## src/rtl/mutative_flush_ctrl.sv

```systemverilog
// Mode-level controller for the mutative cache: up steps are immediate, down steps walk every set to write back and invalidate.
// Latency: up / down-at-zero complete next cycle; a walk takes 2*SETS cycles plus 1 per occupied set plus (dfp latency+1) per dirty line.
// Backpressure: req_ready is low for the whole walk; each DFP write is held until dfp_resp, which stalls the walk in place.
module mutative_flush_ctrl #(
  parameter int WAYS      = 4,
  parameter int SETS      = 16,
  parameter int LINE_BITS = 256,
  parameter int TAG_BITS  = 23,
  parameter int ADDR_BITS = 32,
  parameter int MODE_MAX  = 3,
  localparam int SET_BITS    = $clog2(SETS),
  localparam int OFFSET_BITS = $clog2(LINE_BITS / 8),
  localparam int MODE_W      = $clog2(MODE_MAX + 1)
) (
  input  logic                      clk,
  input  logic                      rst,
  input  logic                      req_valid,
  output logic                      req_ready,
  input  logic                      req_dir,
  output logic [MODE_W-1:0]         mode,
  output logic                      flush_stall,
  output logic                      done,
  output logic                      arr_rd_en,
  output logic [SET_BITS-1:0]       arr_set,
  input  logic [WAYS-1:0]           rd_valid,
  input  logic [WAYS-1:0]           rd_dirty,
  input  logic [WAYS*TAG_BITS-1:0]  rd_tag,
  input  logic [WAYS*LINE_BITS-1:0] rd_data,
  output logic                      inv_en,
  output logic [WAYS-1:0]           inv_way_mask,
  output logic                      dfp_write,
  output logic [ADDR_BITS-1:0]      dfp_addr,
  output logic [LINE_BITS-1:0]      dfp_wdata,
  input  logic                      dfp_resp,
  output logic [15:0]               wb_count
);

  localparam int WAY_W = (WAYS > 1) ? $clog2(WAYS) : 1;

  typedef enum logic [2:0] {IDLE, READ, CHECK, WRITE, INV, DONE} state_t;

  state_t                     state_q, state_d;
  logic [SET_BITS-1:0]        set_ctr;
  logic [WAYS-1:0]            pend_q;
  logic [WAYS-1:0]            vmask_q;
  logic [WAYS*TAG_BITS-1:0]   tag_q;
  logic [WAYS*LINE_BITS-1:0]  data_q;
  logic                       done_q;
  logic [WAY_W-1:0]           way_sel;
  logic [WAYS-1:0]            way_bit;
  logic                       last_set;

  assign last_set = (set_ctr == SET_BITS'(SETS - 1));
  // Lowest pending way is written first; way_bit is its one-hot form.
  assign way_bit  = pend_q & (~pend_q + 1'b1);
  // Walk completion pulses from DONE; immediate completions use the registered pulse.
  assign done     = done_q | (state_q == DONE);

  // Encode the lowest pending way as an index for the tag/data part-selects.
  always_comb begin
    way_sel = '0;
    for (int i = WAYS - 1; i >= 0; i--) begin
      if (pend_q[i]) way_sel = WAY_W'(i);
    end
  end

  // Next-state and strobe decode; every output defaults to 0 outside its state.
  always_comb begin
    state_d      = state_q;
    req_ready    = 1'b0;
    arr_rd_en    = 1'b0;
    arr_set      = '0;
    inv_en       = 1'b0;
    inv_way_mask = '0;
    dfp_write    = 1'b0;
    dfp_addr     = '0;
    dfp_wdata    = '0;
    case (state_q)
      IDLE: begin
        req_ready = 1'b1;
        if (req_valid && !req_dir && (mode != '0)) state_d = READ;
      end
      READ: begin
        arr_rd_en = 1'b1;
        arr_set   = set_ctr;
        state_d   = CHECK;
      end
      CHECK: begin
        if ((rd_valid & rd_dirty) != '0) state_d = WRITE;
        else if (rd_valid != '0)         state_d = INV;
        else if (last_set)               state_d = DONE;
        else                             state_d = READ;
      end
      WRITE: begin
        dfp_write = 1'b1;
        dfp_addr  = {tag_q[int'(way_sel)*TAG_BITS +: TAG_BITS], set_ctr, {OFFSET_BITS{1'b0}}};
        dfp_wdata = data_q[int'(way_sel)*LINE_BITS +: LINE_BITS];
        if (dfp_resp && ((pend_q & ~way_bit) == '0)) state_d = INV;
      end
      INV: begin
        inv_en       = 1'b1;
        arr_set      = set_ctr;
        inv_way_mask = vmask_q;
        state_d      = last_set ? DONE : READ;
      end
      DONE: begin
        state_d = IDLE;
      end
      default: state_d = IDLE;
    endcase
  end

  // State register; reset aborts any walk in progress.
  always_ff @(posedge clk or negedge rst) begin
    if (!rst) state_q <= IDLE;
    else      state_q <= state_d;
  end

  // Mode, stall, counters and per-set bookkeeping.
  always_ff @(posedge clk or negedge rst) begin
    if (!rst) begin
      mode        <= '0;
      flush_stall <= 1'b0;
      done_q      <= 1'b0;
      wb_count    <= '0;
      set_ctr     <= '0;
      pend_q      <= '0;
      vmask_q     <= '0;
    end else begin
      done_q <= 1'b0;
      case (state_q)
        IDLE: begin
          if (req_valid) begin
            if (req_dir) begin
              if (mode != MODE_W'(MODE_MAX)) mode <= mode + 1'b1;
              done_q <= 1'b1;
            end else if (mode == '0) begin
              done_q <= 1'b1;
            end else begin
              set_ctr     <= '0;
              wb_count    <= '0;
              flush_stall <= 1'b1;
            end
          end
        end
        CHECK: begin
          pend_q  <= rd_valid & rd_dirty;
          vmask_q <= rd_valid;
          if (state_d == READ) set_ctr <= set_ctr + 1'b1;
        end
        WRITE: begin
          if (dfp_resp) begin
            pend_q <= pend_q & ~way_bit;
            if (wb_count != 16'hFFFF) wb_count <= wb_count + 16'd1;
          end
        end
        INV: begin
          if (state_d == READ) set_ctr <= set_ctr + 1'b1;
        end
        DONE: begin
          mode        <= mode - 1'b1;
          flush_stall <= 1'b0;
        end
        default: ;
      endcase
    end
  end

  // Tag and line capture of the set just read; only consumed while pending bits are set.
  always_ff @(posedge clk) begin
    if (state_q == CHECK) begin
      tag_q  <= rd_tag;
      data_q <= rd_data;
    end
  end

endmodule

```

## config.mk

```make
export PLATFORM = sky130hd
export DESIGN_NAME = mutative_flush_ctrl
export DESIGN_NICKNAME = d
export VERILOG_FILES = /design/src/rtl/mutative_flush_ctrl.sv
export SDC_FILE = /design/constraint.sdc
export NUM_CORES = 1
export LEC_CHECK = 0
export CAP_MARGIN = 10
export CORE_AREA = 2 2 567 569
export DETAILED_ROUTE_END_ITERATION = 7
export DIE_AREA = 0 0 569 571
export HOLD_SLACK_MARGIN = 0.05
export PLACE_DENSITY = 0.36
export SYNTH_ARGS = -nofsm -noshare
export SYNTH_HDL_FRONTEND = slang
export SYNTH_SLANG_ARGS = --single-unit
export TNS_END_PERCENT = 1
```

## constraint.sdc

```tcl
create_clock -name clk -period 38 [get_ports clk]
set_input_delay 7.6 -clock clk [delete_from_list [all_inputs] [get_ports clk]]
set_output_delay 7.6 -clock clk [all_outputs]
set_load 0.03 [all_outputs]
```

* Word-level counts from Yosys, hierarchy flattened
Cells that the tools add are included.
** Cells by class
- Add/subtract/negate cells :: 5
- Multipliers :: 1
- Equal/unequal tests :: 17
- Shift-type cells :: 2
- Muxes and demuxes :: 43
- Bitwise logic cells :: 6
- Reductions and logical operators :: 21
** Operators with widths (number)
- variable part select 1024 x 11 -> 256 bit :: 1
- 2-to-1 mux 256 bit :: 1
- variable part select 92 x 8 -> 23 bit :: 1
- 2-to-1 mux 16 bit :: 5
- 2-to-1 mux 32 bit :: 1
- one-hot mux 16 bit (2 select lines) :: 1
- 2-to-1 mux 4 bit :: 7
- adder 16 x 1 -> 16 bit (second input constant) :: 1
- != test 16 bit (second input constant) :: 1
- != test 2 bit (second input constant) :: 8
- one-hot mux 4 bit (2 select lines) :: 2
- 2-to-1 mux 3 bit :: 5
- one-hot mux 3 bit (5 select lines) :: 1
- 2-to-1 mux 2 bit :: 7
- bitwise AND 4 bit :: 3
- 2-to-1 mux 1 bit :: 11
- nonzero test 2 bit :: 5
- adder 4 x 1 -> 4 bit (second input constant) :: 2
- NOT 4 bit :: 2
- AND reduction 4 bit :: 2
- nonzero test 4 bit :: 2
- multiplier 2 x 5 -> 7 bit (second input constant) :: 1
- == test 3 x 1 -> 1 bit (second input constant) :: 2
- == test 3 x 2 -> 1 bit (second input constant) :: 2
- 17 further kinds :: 21
** Storage, ports and cells
- Flip-flop bits (word level) :: 1151
- Input port bits :: 1129
- Output and inout bits :: 320
- Logic and storage cells :: 105

* Logic depth before layout (Yosys ltp)
Gate-level depths: netlist of the first run.
- Depth in word-level cells :: 12
- Gate-level depth with buffers :: 8
- Depth with buffers taken out :: 7

* Least setup slack after synthesis of the first run
No wires, ideal clock.
- Path kind :: register to register
- Start :: register state_q[0]
- End :: register set_ctr[2]
- Library setup time :: 0.126 ns
- Arrival time :: 14.581 ns
- Required time :: 37.874 ns
- Path slack :: 23.293 ns
- Stages on the path, launching flop included :: 8
- Cells stage by stage :: dfrtp_1 -> or3b_1 -> clkbuf_1 -> inv_2 -> a21oi_1 -> nand2b_1 -> nand3_1 -> nand3_1
** On the way
- Longest elaborated chain between the ends :: 5
- Elaborated cells on any way between the ends :: 17
- Those cells by class :: 9 x eq/ne; 4 x mux; 4 x reduce/logical
** RTL lines
- from (decl) :: line 42 : state_t state_q, state_d;
- from (signal assigned) :: line 116 : else state_q <= state_d;
- == test 3 bit, or another cell as far along :: line 78, 131
- one-hot mux 3 bit (5 select lines) :: line 78 : case (state_q)
- == test 3 x 1 -> 1 bit :: line 149, 158
- != test 2 x 1 -> 1 bit (no source line)
- AND reduction 5 bit (no source line)
- to (signal assigned) :: line 149 : if (state_d == READ) set_ctr <= set_ctr + 1'b1;
- to (signal assigned) :: line 158 : if (state_d == READ) set_ctr <= set_ctr + 1'b1;
- to (decl) :: line 43 : logic [SET_BITS-1:0] set_ctr;
Several ways; a longest one is shown, not always the timed one.
A chain may end at the register's enable or synchronous reset.

* Worst setup path in the final report of the first run
- Start :: register pend_q[3]
- End :: output port dfp_wdata[87]
** On the way
- Longest elaborated chain between the ends :: 6
** RTL lines
- from (decl) :: line 44 : logic [WAYS-1:0] pend_q;
- from (signal assigned) :: line 147 : pend_q <= rd_valid & rd_dirty;
- from (signal assigned) :: line 153 : pend_q <= pend_q & ~way_bit;
- 2-to-1 mux 2 bit (4 in series) :: line 63 : if (pend_q[i]) way_sel = WAY_W'(i);
- variable part select 1024 x 11 -> 256 bit :: line 97 : dfp_wdata = data_q[int'(way_sel)*LINE_BITS +: LINE_BITS];
- 2-to-1 mux 256 bit :: line 78
- to (decl) :: line 33 : output logic [LINE_BITS-1:0] dfp_wdata,
No other way between the ends.

==> results of run 1 <==
-- synth_stat cells (2+ instances only) --
cell / count / area, um2
sky130_fd_sc_hd__edfxtp_1: 1116 / 33510
sky130_fd_sc_hd__and2_1: 286 / 1789
sky130_fd_sc_hd__mux4_2: 279 / 6284
sky130_fd_sc_hd__buf_2: 53 / 265.3
sky130_fd_sc_hd__clkbuf_1: 44 / 165.2
sky130_fd_sc_hd__nand2_1: 41 / 153.9
sky130_fd_sc_hd__dfrtp_1: 35 / 875.8
sky130_fd_sc_hd__o21ai_0: 16 / 80.08
sky130_fd_sc_hd__nand3_1: 13 / 65.06
sky130_fd_sc_hd__nor2_1: 12 / 45.04
sky130_fd_sc_hd__a21oi_1: 10 / 50.05
sky130_fd_sc_hd__and3_1: 9 / 56.30
sky130_fd_sc_hd__buf_4: 7 / 52.55
sky130_fd_sc_hd__nor2b_1: 7 / 43.79
sky130_fd_sc_hd__inv_1: 6 / 22.52
sky130_fd_sc_hd__nand2b_1: 6 / 37.54
sky130_fd_sc_hd__nand4_1: 5 / 31.28
sky130_fd_sc_hd__or3_1: 5 / 31.28
sky130_fd_sc_hd__o211ai_1: 4 / 30.03
sky130_fd_sc_hd__a31oi_1: 3 / 18.77
sky130_fd_sc_hd__nor3_1: 3 / 15.01
sky130_fd_sc_hd__nor4_1: 3 / 18.77
sky130_fd_sc_hd__o21ai_1: 3 / 15.01
sky130_fd_sc_hd__or4_1: 3 / 22.52
sky130_fd_sc_hd__xor2_1: 3 / 26.28
sky130_fd_sc_hd__a211oi_1: 2 / 15.01
sky130_fd_sc_hd__ha_1: 2 / 25.02
sky130_fd_sc_hd__nand3b_1: 2 / 15.01
sky130_fd_sc_hd__o41ai_1: 2 / 17.52
-- per-stage QoR --
| stage | cells | setup slack [ps] | hold WS, ps | total power, mW | utilization [%] |
|---|---|---|---|---|---|
| after CTS | 7853 | 24260 | 486.2 | 5.496 | 21.40 |
| final | 7879 | 24550 | 483.4 | 5.344 | 21.42 |
| after detailed placement | 7581 | 25160 | 460.3 | 4.028 | 19.90 |
| after global placement | 7581 | 25180 | 462.9 | 4.021 | 19.90 |
| after floorplan | 2008 | 23290 | 437.4 | 3.430 | - |
| after global routing | 7858 | 24060 | 509.5 | 5.613 | 21.41 |
-- layer usage --
layer / wire [um] / up-vias / track usage (%) / part of all wire, %
met3: 21160 / 458 / 5.338 / 9.4
li1: - / 11287 / - / -
met4: 5055 / 92 / 3.173 / 2.2
met2: 113900 / 1404 / 23.62 / 51
met5: 600 / - / 0 / 0.27
met1: 84520 / 13657 / 14.81 / 38
-- cell type report --
class                      count  area [um2]  share of cell area, %
multi-input combinational    745        9120                  13.33
clock inverter                76       674.4                 0.9859
tap                         4200        5255                  7.682
antenna                       26       65.06                0.09511
timing repair buffer        1478       14740                  21.55
inverter                       7       41.29                0.06036
sequential                  1151       34390                  50.27
clock buffer                 196        4118                  6.020
-- power groups by stage --
stage	Clock, mW	Sequential (mW)	Combinational [mW]
3_3_place_gp	0	2.10	1.92
3_5_place_dp	0	2.10	1.93
4_1_cts	1.48	2.08	1.93
2_1_floorplan	0	2.23	1.20
5_1_grt	1.52	2.10	2.00
6_report	1.42	2.06	1.86
-- registers in the layout, indices dropped and copies added (netlist names) --
signal and flops:
data_q 1024, tag_q 92, wb_count 16, pend_q 4, set_ctr 4, vmask_q 4, state_q 3, mode 2
done_q 1, flush_stall 1
-- layout by cell type (no fill, tap or decap), types with 16 or more instances in the layout --
cell type	netlist	layout
sky130_fd_sc_hd__clkdlybuf4s50_1	0	1443
sky130_fd_sc_hd__buf_4	7	32
sky130_fd_sc_hd__and2_1	286	286
sky130_fd_sc_hd__mux4_2	279	279
sky130_fd_sc_hd__clkbuf_16	0	159
sky130_fd_sc_hd__o21ai_0	16	16
sky130_fd_sc_hd__clkinv_1	0	24
sky130_fd_sc_hd__edfxtp_1	1116	1116
sky130_fd_sc_hd__diode_2	0	26
sky130_fd_sc_hd__clkinv_2	0	24
sky130_fd_sc_hd__nand2_1	41	41
sky130_fd_sc_hd__dfrtp_1	35	35
sky130_fd_sc_hd__clkbuf_1	44	37
-- cell families after synthesis --
group | after synthesis | synth area share (%)
buffers and inverters | 112 | 1.183
multiplexers | 280 | 14.31
other | 1 | 0.008524
AO/OA/AOI/OAI | 50 | 0.7168
XOR/XNOR | 3 | 0.05974
flip-flops | 1151 | 78.17
adder cells (fa/ha/maj) | 3 | 0.07963
AND/OR/NAND/NOR | 404 | 5.475
-- final timing paths --
kind,end,from
max in group asynchronous,set_ctr[3]$_DFFE_PN0P_,rst
worst min-delay path,flush_stall$_DFFE_PN0P_,flush_stall$_DFFE_PN0P_
worst min register to register,flush_stall$_DFFE_PN0P_,flush_stall$_DFFE_PN0P_
worst max-delay path,dfp_wdata[87],pend_q[3]$_DFFE_PN0P_
worst max register to register,data_q[939]$_DFFE_PP_,state_q[0]$_DFF_PN0_
min in group asynchronous,wb_count[12]$_DFFE_PN0P_,rst
-- critical path, delay by kind of cell (launching register included) --
kind / cells / cell delay (ps)
AND/OR/NAND/NOR: 2 / 370
buffers and inverters: 5 / 3140
multiplexers: 1 / 600
AO/OA/AOI/OAI: 1 / 110
flip-flops: 1 / 460
==> flow_metrics.env, run 1 <==
export IMPL_run_status="completed"
export IMPL_post_cts_repair_setup_buffers=0
export IMPL_power_switching_mw=1.804
export IMPL_cts_root_buffer_type="sky130_fd_sc_hd__clkbuf_16"
export IMPL_yosysUniqueCellTypes=53
export IMPL_power_share_combinational_pct=34.8
export IMPL_mappedNetlistArea_mm2=0.04399
export IMPL_cp_start_kind="register"
export IMPL_routed_via_density=3.414
export IMPL_grt_max_degree=120
export IMPL_worst_setup_ep_type="output pin"
export IMPL_final_period_utilization_pct=35.39
export IMPL_fin_worst_skew_ps=38.19
export IMPL_final_max_slew_viol_count=0
export IMPL_grt_pass1_wl_mm=288.0
export IMPL_start_util_pct=13.78
export IMPL_place_detailed_hpwl_mm=178.8
export IMPL_yosys_warnings=0
export IMPL_fin_nets=4671
export IMPL_placement_rows=208
export IMPL_postSynthRegisterBits=1151
export IMPL_setup_tns_final_ps=0
export IMPL_routability_congestion_estimate=0.8457
export IMPL_synth_async_reset_ratio_pct=3.041
export IMPL_worstPathCellList="nor2b_1 > o21bai_4 > buf_4 > buf_4 > buf_12 > buf_4 > mux4_2 > and2_1 > clkdlybuf4s50_1"
export IMPL_period_needed_ps=13450
export IMPL_net_switching_fraction_of_the_power_pct=33.76
export IMPL_drt_iter0_markers=1829
export IMPL_timing_critical_path_mode_cell="sky130_fd_sc_hd__buf_4"
export IMPL_die_width_um=569
export IMPL_port_buffers=1443
export IMPL_critical_path_required_ps=30400
export IMPL_core_area_mm2=0.3193
export IMPL_ys_dominant_reg_cell="sky130_fd_sc_hd__edfxtp_1"
export IMPL_fin_area_mm2=0.06841
export IMPL_crit_type="reg2out"
export IMPL_die_area_mm2=0.3249
export IMPL_detail_route_wirelength_mm=225.2
export IMPL_min_delay_path_class="reg2reg"
export IMPL_data_arrival_time_at_the_worst_slack_endpoint_ps=5850
export IMPL_drc=0
export IMPL_achievable_frequency_mhz=74.37
export IMPL_first_global_vias=28550
export IMPL_ioPinCount=1449
export IMPL_cts_hold_buffers_added=0
export IMPL_slowest_stage="sky130_fd_sc_hd__buf_4"
export IMPL_layout_drive_gt1_share_pct=14.56
export IMPL_clock_power_share_pct=26.6
export IMPL_synth_cells=2004
export IMPL_grtUsageTotal_pct=13.33
export IMPL_leakagePower_nw=22.05
export IMPL_insertion_delay_ps=820
export IMPL_power_share_sequential_pct=38.6
export IMPL_irDropWorstVdd_mv=0.05955
export IMPL_cell_internal_pwr_mw=3.540
export IMPL_yosysSeqAreaShare_pct=78.17
export IMPL_hold_path_depth=2
export IMPL_detail_route_antenna_nets=0
export IMPL_post_dp_cell_area_mm2=0.06355
export IMPL_critical_path_max_stage_delay_ps=820
export IMPL_setup_viol_count_final=0
export IMPL_num_vias=26898
export IMPL_post_drt_wl_per_cell_um=28.58
export IMPL_cts_tree="done"
export IMPL_ctsLongestPathBuffers=4
export IMPL_avgSynthCellArea_um2=21.95
export IMPL_clock_sinks=1151
export IMPL_hold_viol=0
export IMPL_syn_to_layout_area_delta_pct=55.50
export IMPL_cap_violations=0
export IMPL_number_of_synthesized_flops_with_an_enable_pin=1116
export IMPL_fillCellCount=33641
export IMPL_globalRoute_totalOverflow=0
export IMPL_cts_htree_levels=4
export IMPL_max_slew_margin_rel_pct=28.33
export IMPL_rsz0062_at_grt="false"
export IMPL_power_density_mw_per_mm2=78.12
export IMPL_cts_inserted_buffers=157
export IMPL_detail_route_first_pass_iterations=5
export IMPL_tightest_slew_ps=1075
export IMPL_setup_reg_to_reg_worst_slack_ps=31560
export IMPL_timing_reg2reg_worst_path_depth=7
export IMPL_grt_antenna_before_repair=176
export IMPL_reg_clk_slew_reported_paths_ps=50
export IMPL_ctsResizeCount=0
export IMPL_floorplan_die_height_um=571
export IMPL_cp_max_fo=62
Power figures use the tool's default switching activity.
==> run 2, diff against run 1 <==
- PLACE_DENSITY: 0.36 -> 0.37
- clock period: 38 -> 11 ns (I/O delays scaled with it)
==> run 2 against run 1 <==
Effect of this change: largest cell class unchanged; non-clock buffer count down 9; count of clock-buffer cells in the layout down 2; critical endpoint is now dfp_wdata[168]; total power rose to 3.5 times the previous value; worst hold slack worse by 0.54 ps; highest routed layer unchanged.
==> flow_metrics.env, run 2 (synthesized netlist as in run 1, its figures left out) <==
export IMPL_run_status="completed"
export IMPL_crit_type="reg2out"
export IMPL_critical_path_cell_count=7
export IMPL_slowest_stage="sky130_fd_sc_hd__clkdlybuf4s50_1"
export IMPL_cts_htree_levels=4
export IMPL_clock_power_share_pct=27.0
export IMPL_final_max_slew_viol_count=0
export IMPL_cp_max_fo=61
export IMPL_cts_tree="done"
export IMPL_holdWs_ps=482.9
export IMPL_reg_clk_slew_reported_paths_ps=60
export IMPL_achievable_frequency_mhz=142.3
export IMPL_multi_input_comb_area_mm2=0.009120
export IMPL_cap_violations=0
export IMPL_grt_max_degree=140
export IMPL_power_switching_mw=6.232
export IMPL_largest_reg_flops=1024
export IMPL_drc=0
export IMPL_irDropWorstVdd_mv=0.2269
export IMPL_cp_start_kind="register"
export IMPL_setup_tns_final_ps=0
export IMPL_post_cts_repair_setup_buffers=0
export IMPL_detail_route_wirelength_mm=224.1
export IMPL_port_buffers=1443
export IMPL_power_share_sequential_pct=38.2
export IMPL_rsz0062_at_grt="false"
export IMPL_cts_inserted_buffers=158
export IMPL_timing_reg2reg_worst_path_depth=4
export IMPL_hold_path_depth=2
export IMPL_critical_path_max_stage_delay_ps=690
export IMPL_register_area_mm2=0.03439
export IMPL_floorplan_die_height_um=571
export IMPL_grt_pass1_wl_mm=286.7
export IMPL_start_util_pct=13.78
export IMPL_setup_viol_count_final=0
export IMPL_post_drt_wl_per_cell_um=28.32
export IMPL_insertion_delay_ps=800
export IMPL_most_frequent_standard_cell_in_the_layout_excluding_fill_and_tap_cells="sky130_fd_sc_hd__clkdlybuf4s50_1"
export IMPL_die_width_um=569
export IMPL_timing_critical_path_max_delay_family="buffers and inverters"
export IMPL_hold_viol=0
export IMPL_fin_cells=7911
export IMPL_dp_cells=7572
export IMPL_cts_hold_buffers_added=0
export IMPL_ioPinCount=1449
export IMPL_worstPathCellList="nor2b_1 > o21bai_4 > buf_12 > buf_4 > mux4_2 > and2_1 > clkdlybuf4s50_1"
export IMPL_syn_to_layout_area_delta_pct=56.23
export IMPL_fillCellCount=33586
export IMPL_max_slew_margin_rel_pct=22.92
export IMPL_routability_congestion_estimate=0.8395
export IMPL_die_area_mm2=0.3249
export IMPL_drt_iter0_markers=2021
export IMPL_detail_route_antenna_nets=0
export IMPL_fin_worst_skew_ps=31.60
export IMPL_worst_setup_ep_type="output pin"
export IMPL_placement_rows=208
export IMPL_most_common_layout_cells="sky130_fd_sc_hd__clkdlybuf4s50_1 (1443), sky130_fd_sc_hd__edfxtp_1 (1116), sky130_fd_sc_hd__and2_1 (286)"
export IMPL_biggestRegsByFlops="data_q: 1024 flops, tag_q: 92 flops, wb_count: 16 flops"
export IMPL_core_area_mm2=0.3193
export IMPL_power_density_mw_per_mm2=271.2
export IMPL_detail_route_first_pass_iterations=5
export IMPL_cts_root_buffer_type="sky130_fd_sc_hd__clkbuf_16"
export IMPL_grt_antenna_before_repair=187
export IMPL_critical_path_required_ps=8800
export IMPL_layout_drive_gt1_share_pct=14.56
export IMPL_final_period_utilization_pct=63.87
export IMPL_period_needed_ps=7025
export IMPL_power_share_combinational_pct=34.9
export IMPL_leakagePower_nw=22.15
export IMPL_num_vias=27201
export IMPL_first_global_vias=28888
export IMPL_grtUsageTotal_pct=13.25
export IMPL_routed_via_density=3.438
export IMPL_min_delay_path_class="reg2reg"
export IMPL_cell_internal_pwr_mw=12.41
export IMPL_ctsLongestPathBuffers=4
export IMPL_critical_path_buffers_and_inverters=3
export IMPL_ctsResizeCount=0
export IMPL_globalRoute_totalOverflow=0
export IMPL_net_switching_fraction_of_the_power_pct=33.44
export IMPL_clock_sinks=1151
export IMPL_regMostFlops="data_q"
export IMPL_fin_nets=4663
export IMPL_data_arrival_time_at_the_worst_slack_endpoint_ps=4830
export IMPL_place_detailed_hpwl_mm=175.7
export IMPL_tightest_slew_ps=1156
## run 2: cell count changes in the layout (fill, tap and decap cells not counted), sizes merged
cell      delta
buf          -9
diode       +37
bufinv       +2
clkinvlp     -3
clkinv       +9
clkbuf       -2
inv          -2
## run 2: power groups by stage
stage | clock, mW | sequential [mW] | combinational, mW
2_1_floorplan | 0 | 7.27 | 4.14
3_3_place_gp | 0 | 7.21 | 6.66
3_5_place_dp | 0 | 7.21 | 6.69
4_1_cts | 5.25 | 7.15 | 6.71
5_1_grt | 5.39 | 7.22 | 6.96
6_report | 5.03 | 7.11 | 6.50
## run 2: tightest hold or removal path, stage by stage (launching register included)
cell	delay [ps]
sky130_fd_sc_hd__dfrtp_1	350
sky130_fd_sc_hd__nand2_1	50
sky130_fd_sc_hd__nand2_1	50
## run 2: worst paths after layout
path                                          end  slack (ps)                    from
max in group asynchronous  set_ctr[3]$_DFFE_PN0P_        8820                     rst
min                        vmask_q[2]$_DFFE_PN0P_         480  vmask_q[2]$_DFFE_PN0P_
min reg2reg                vmask_q[2]$_DFFE_PN0P_         480  vmask_q[2]$_DFFE_PN0P_
max reg2reg                 data_q[912]$_DFFE_PP_        6920    state_q[0]$_DFF_PN0_
min in group asynchronous   pend_q[1]$_DFFE_PN0P_        1830                     rst
max                                dfp_wdata[168]        3970   pend_q[3]$_DFFE_PN0P_
## run 2: layout make-up
| type | count | share of cell area [%] |
|---|---|---|
| Timing Repair Buffer | 1469 | 21.57 |
| Multi-Input combinational cell | 745 | 13.27 |
| Clock buffer | 194 | 6.164 |
| Antenna cell | 63 | 0.2294 |
| Clock inverter | 82 | 1.010 |
| Inverter | 7 | 0.07282 |
| Tap cell | 4200 | 7.646 |
| Sequential cell | 1151 | 50.03 |
## run 2: routing by layer
layer | global-route usage (%) | vias to the layer above | part of all wire, %
met5 | 0 | - | 0.26
met4 | 3.518 | 92 | 2.5
met3 | 5.911 | 462 | 11
met2 | 23.43 | 1471 | 51
met1 | 14.24 | 13845 | 36
li1 | - | 11331 | -
## run 2: metrics by stage
step,power [mW],util (%),setup WS (ps),cell area [um2]
after CTS,19.10,21.47,3730,68570
after detailed placement,13.90,19.93,4668,63640
after floorplan,11.41,-,1578,44010
after global routing,19.56,21.49,3592,68630
after global placement,13.87,19.93,4694,63640
final,18.64,21.52,3975,68730
==> run 3, diff against run 2 <==
- clock period: 11 -> 5.8 ns (I/O delays scaled with it)
==> run 3 against run 2 <==
Effect of this change: core utilization grew 0.051 points; die area is the same; routed wire length grew 3.0%; global-route usage grew 0.43 points; sequential power grew 90%; total power grew 93%; clock power grew 86%; via count grew 0.46%.
==> flow_metrics.env, run 3 (synthesized netlist as in run 1, its figures left out) <==
export IMPL_run_status="completed"
export IMPL_grt_max_degree=154
export IMPL_hold_path_depth=2
export IMPL_tightest_slew_ps=1021
export IMPL_clock_power_share_pct=26.1
export IMPL_slowest_stage="sky130_fd_sc_hd__clkdlybuf4s50_1"
export IMPL_critical_path_max_stage_delay_ps=780
export IMPL_cts_hold_buffers_added=0
export IMPL_ctsResizeCount=0
export IMPL_register_area_mm2=0.03439
export IMPL_setup_reg_to_reg_worst_slack_ps=2560
export IMPL_rsz0062_at_grt="false"
export IMPL_core_area_mm2=0.3193
export IMPL_most_common_layout_cells="sky130_fd_sc_hd__clkdlybuf4s50_1 (1436), sky130_fd_sc_hd__edfxtp_1 (1116), sky130_fd_sc_hd__and2_1 (286)"
export IMPL_globalRoute_totalOverflow=0
export IMPL_leakagePower_nw=22.27
export IMPL_critical_path_required_ps=4640
export IMPL_reg_clk_slew_reported_paths_ps=60
export IMPL_startpoint_of_the_tightest_hold_check_path="vmask_q[1]$_DFFE_PN0P_"
export IMPL_detail_route_antenna_nets=0
export IMPL_setup_viol_count_final=0
export IMPL_max_slew_margin_rel_pct=31.50
export IMPL_cap_violations=0
export IMPL_min_delay_path_class="reg2reg"
export IMPL_net_switching_fraction_of_the_power_pct=34.43
export IMPL_num_vias=27325
export IMPL_power_share_sequential_pct=37.5
export IMPL_power_share_combinational_pct=36.4
export IMPL_setup_tns_final_ps=0
export IMPL_floorplan_die_height_um=571
export IMPL_grt_pass1_wl_mm=294.3
export IMPL_timing_hold_worst_endpoint="vmask_q[1]$_DFFE_PN0P_"
export IMPL_largest_reg_flops=1024
export IMPL_post_cts_repair_setup_buffers=0
export IMPL_die_area_mm2=0.3249
export IMPL_drc=0
export IMPL_final_period_utilization_pct=92.38
export IMPL_placement_rows=208
export IMPL_detail_route_wirelength_mm=230.7
export IMPL_hold_viol=0
export IMPL_grtUsageTotal_pct=13.68
export IMPL_worst_setup_ep_type="output pin"
export IMPL_cell_internal_pwr_mw=23.59
export IMPL_timing_reg2reg_worst_path_depth=3
export IMPL_detail_route_first_pass_iterations=7
export IMPL_syn_to_layout_area_delta_pct=56.60
export IMPL_cts_inserted_buffers=152
export IMPL_drt_iter0_markers=2004
export IMPL_crit_path_start="state_q[1]$_DFF_PN0_"
export IMPL_cts_htree_levels=4
export IMPL_final_max_slew_viol_count=0
export IMPL_achievable_frequency_mhz=186.6
export IMPL_power_switching_mw=12.39
export IMPL_worst_flop_to_flop_path_startpoint="state_q[0]$_DFF_PN0_"
export IMPL_most_frequent_standard_cell_in_the_layout_excluding_fill_and_tap_cells="sky130_fd_sc_hd__clkdlybuf4s50_1"
export IMPL_data_arrival_time_at_the_worst_slack_endpoint_ps=4200
export IMPL_routability_congestion_estimate=0.8423
export IMPL_fin_util_pct=21.57
export IMPL_ioPinCount=1449
export IMPL_fin_nets=4689
export IMPL_fillCellCount=33504
export IMPL_clock_sinks=1151
export IMPL_die_width_um=569
export IMPL_place_detailed_hpwl_mm=183.5
export IMPL_port_buffers=1443
export IMPL_period_needed_ps=5358
export IMPL_crit_type="reg2out"
export IMPL_layout_drive_gt1_share_pct=15.32
export IMPL_grt_antenna_before_repair=166
export IMPL_ctsLongestPathBuffers=4
export IMPL_reg2reg_to="data_q[1016]$_DFFE_PP_"
export IMPL_power_density_mw_per_mm2=522.3
export IMPL_post_drt_wl_per_cell_um=29.11
export IMPL_cp_start_kind="register"
export IMPL_worstPathCellList="nor2b_1 > nand2_1 > inv_8 > buf_12 > and2_1 > clkdlybuf4s50_1"
export IMPL_routed_via_density=3.448
export IMPL_multi_input_comb_area_mm2=0.009120
export IMPL_biggestRegsByFlops="data_q: 1024 flops, tag_q: 92 flops, wb_count: 16 flops"
export IMPL_first_global_vias=28931
export IMPL_fin_worst_skew_ps=48.71
export IMPL_start_util_pct=13.78
export IMPL_insertion_delay_ps=830
export IMPL_cts_tree="done"
export IMPL_cp_max_fo=77
export IMPL_regMostFlops="data_q"
export IMPL_cts_root_buffer_type="sky130_fd_sc_hd__clkbuf_16"
export IMPL_irDropWorstVdd_mv=0.4538
==> run 3: cell count changes in the layout (fill, tap and decap cells not counted), moves of 3 or more <==
cell                              previous run  this run
sky130_fd_sc_hd__clkinv_1                   29        32
sky130_fd_sc_hd__buf_12                     15        21
sky130_fd_sc_hd__diode_2                    63        52
sky130_fd_sc_hd__clkinv_8                    0         3
sky130_fd_sc_hd__inv_16                      5         1
sky130_fd_sc_hd__buf_4                      11        43
sky130_fd_sc_hd__bufinv_16                   9        12
sky130_fd_sc_hd__clkinv_2                   29        22
sky130_fd_sc_hd__clkbuf_16                 164       155
sky130_fd_sc_hd__inv_6                       3         8
sky130_fd_sc_hd__clkdlybuf4s50_1          1443      1436
==> run 3: area by class of cell <==
cell class,count,area share (%)
diodes,52,0.1889
repair buffers,1501,21.95
clock inverters,89,1.219
clock buffers,181,5.772
multi-input cells,745,13.24
inverters,7,0.08718
well taps,4200,7.628
flip-flops and latches,1151,49.92
==> run 3: per-layer routing <==
metal	global-route usage (%)	routed length, um	share of wire, %	vias up
met4	3.943	6197	2.7	88
met5	0	578	0.25	-
met2	23.85	115700	50	1518
met3	5.700	23160	10	422
li1	-	-	-	11365
met1	15.12	85120	37	13932
==> run 3: worst max-delay path by stage <==
stage | end | slack (ps) | cells after the start
floorplan | set_ctr[2]$_DFFE_PN0P_ | 890 | 7
global placement | dfp_wdata[114] | 1260 | 6
detailed placement | dfp_wdata[114] | 1180 | 6
CTS | dfp_wdata[114] | 260 | 6
global route | dfp_wdata[114] | 150 | 6
finish | dfp_wdata[86] | 440 | 6
==> run 3: through the flow <==
stage          setup WS (ps)  power [mW]  std cells  cell area, um2  hold slack [ps]
6_report               441.7       35.98       7926           68890            472.8
5_1_grt                154.6       37.75       7903           68830            508.5
4_1_cts                258.5       36.95       7874           68760            414.7
3_5_place_dp            1179       27.28       7604           63950            464.0
3_3_place_gp            1264       27.23       7604           63950            456.4
2_1_floorplan          889.3       20.98       2008           44020            437.4
==> run 3: critical path, delay by kind of cell, from the launching register on <==
kind,cells,cell delay (ps)
AND/OR/NAND/NOR,3,900
buffers and inverters,3,1740
flip-flops,1,530
==> run 3: power by group through the flow <==
stage / Combinational, mW / Sequential (mW) / Clock [mW]
CTS: 13.6 / 13.6 / 9.78
floorplan: 7.85 / 13.1 / 0
finish: 13.1 / 13.5 / 9.38
global placement: 13.5 / 13.7 / 0
detailed placement: 13.6 / 13.7 / 0
global route: 14.0 / 13.7 / 10.0
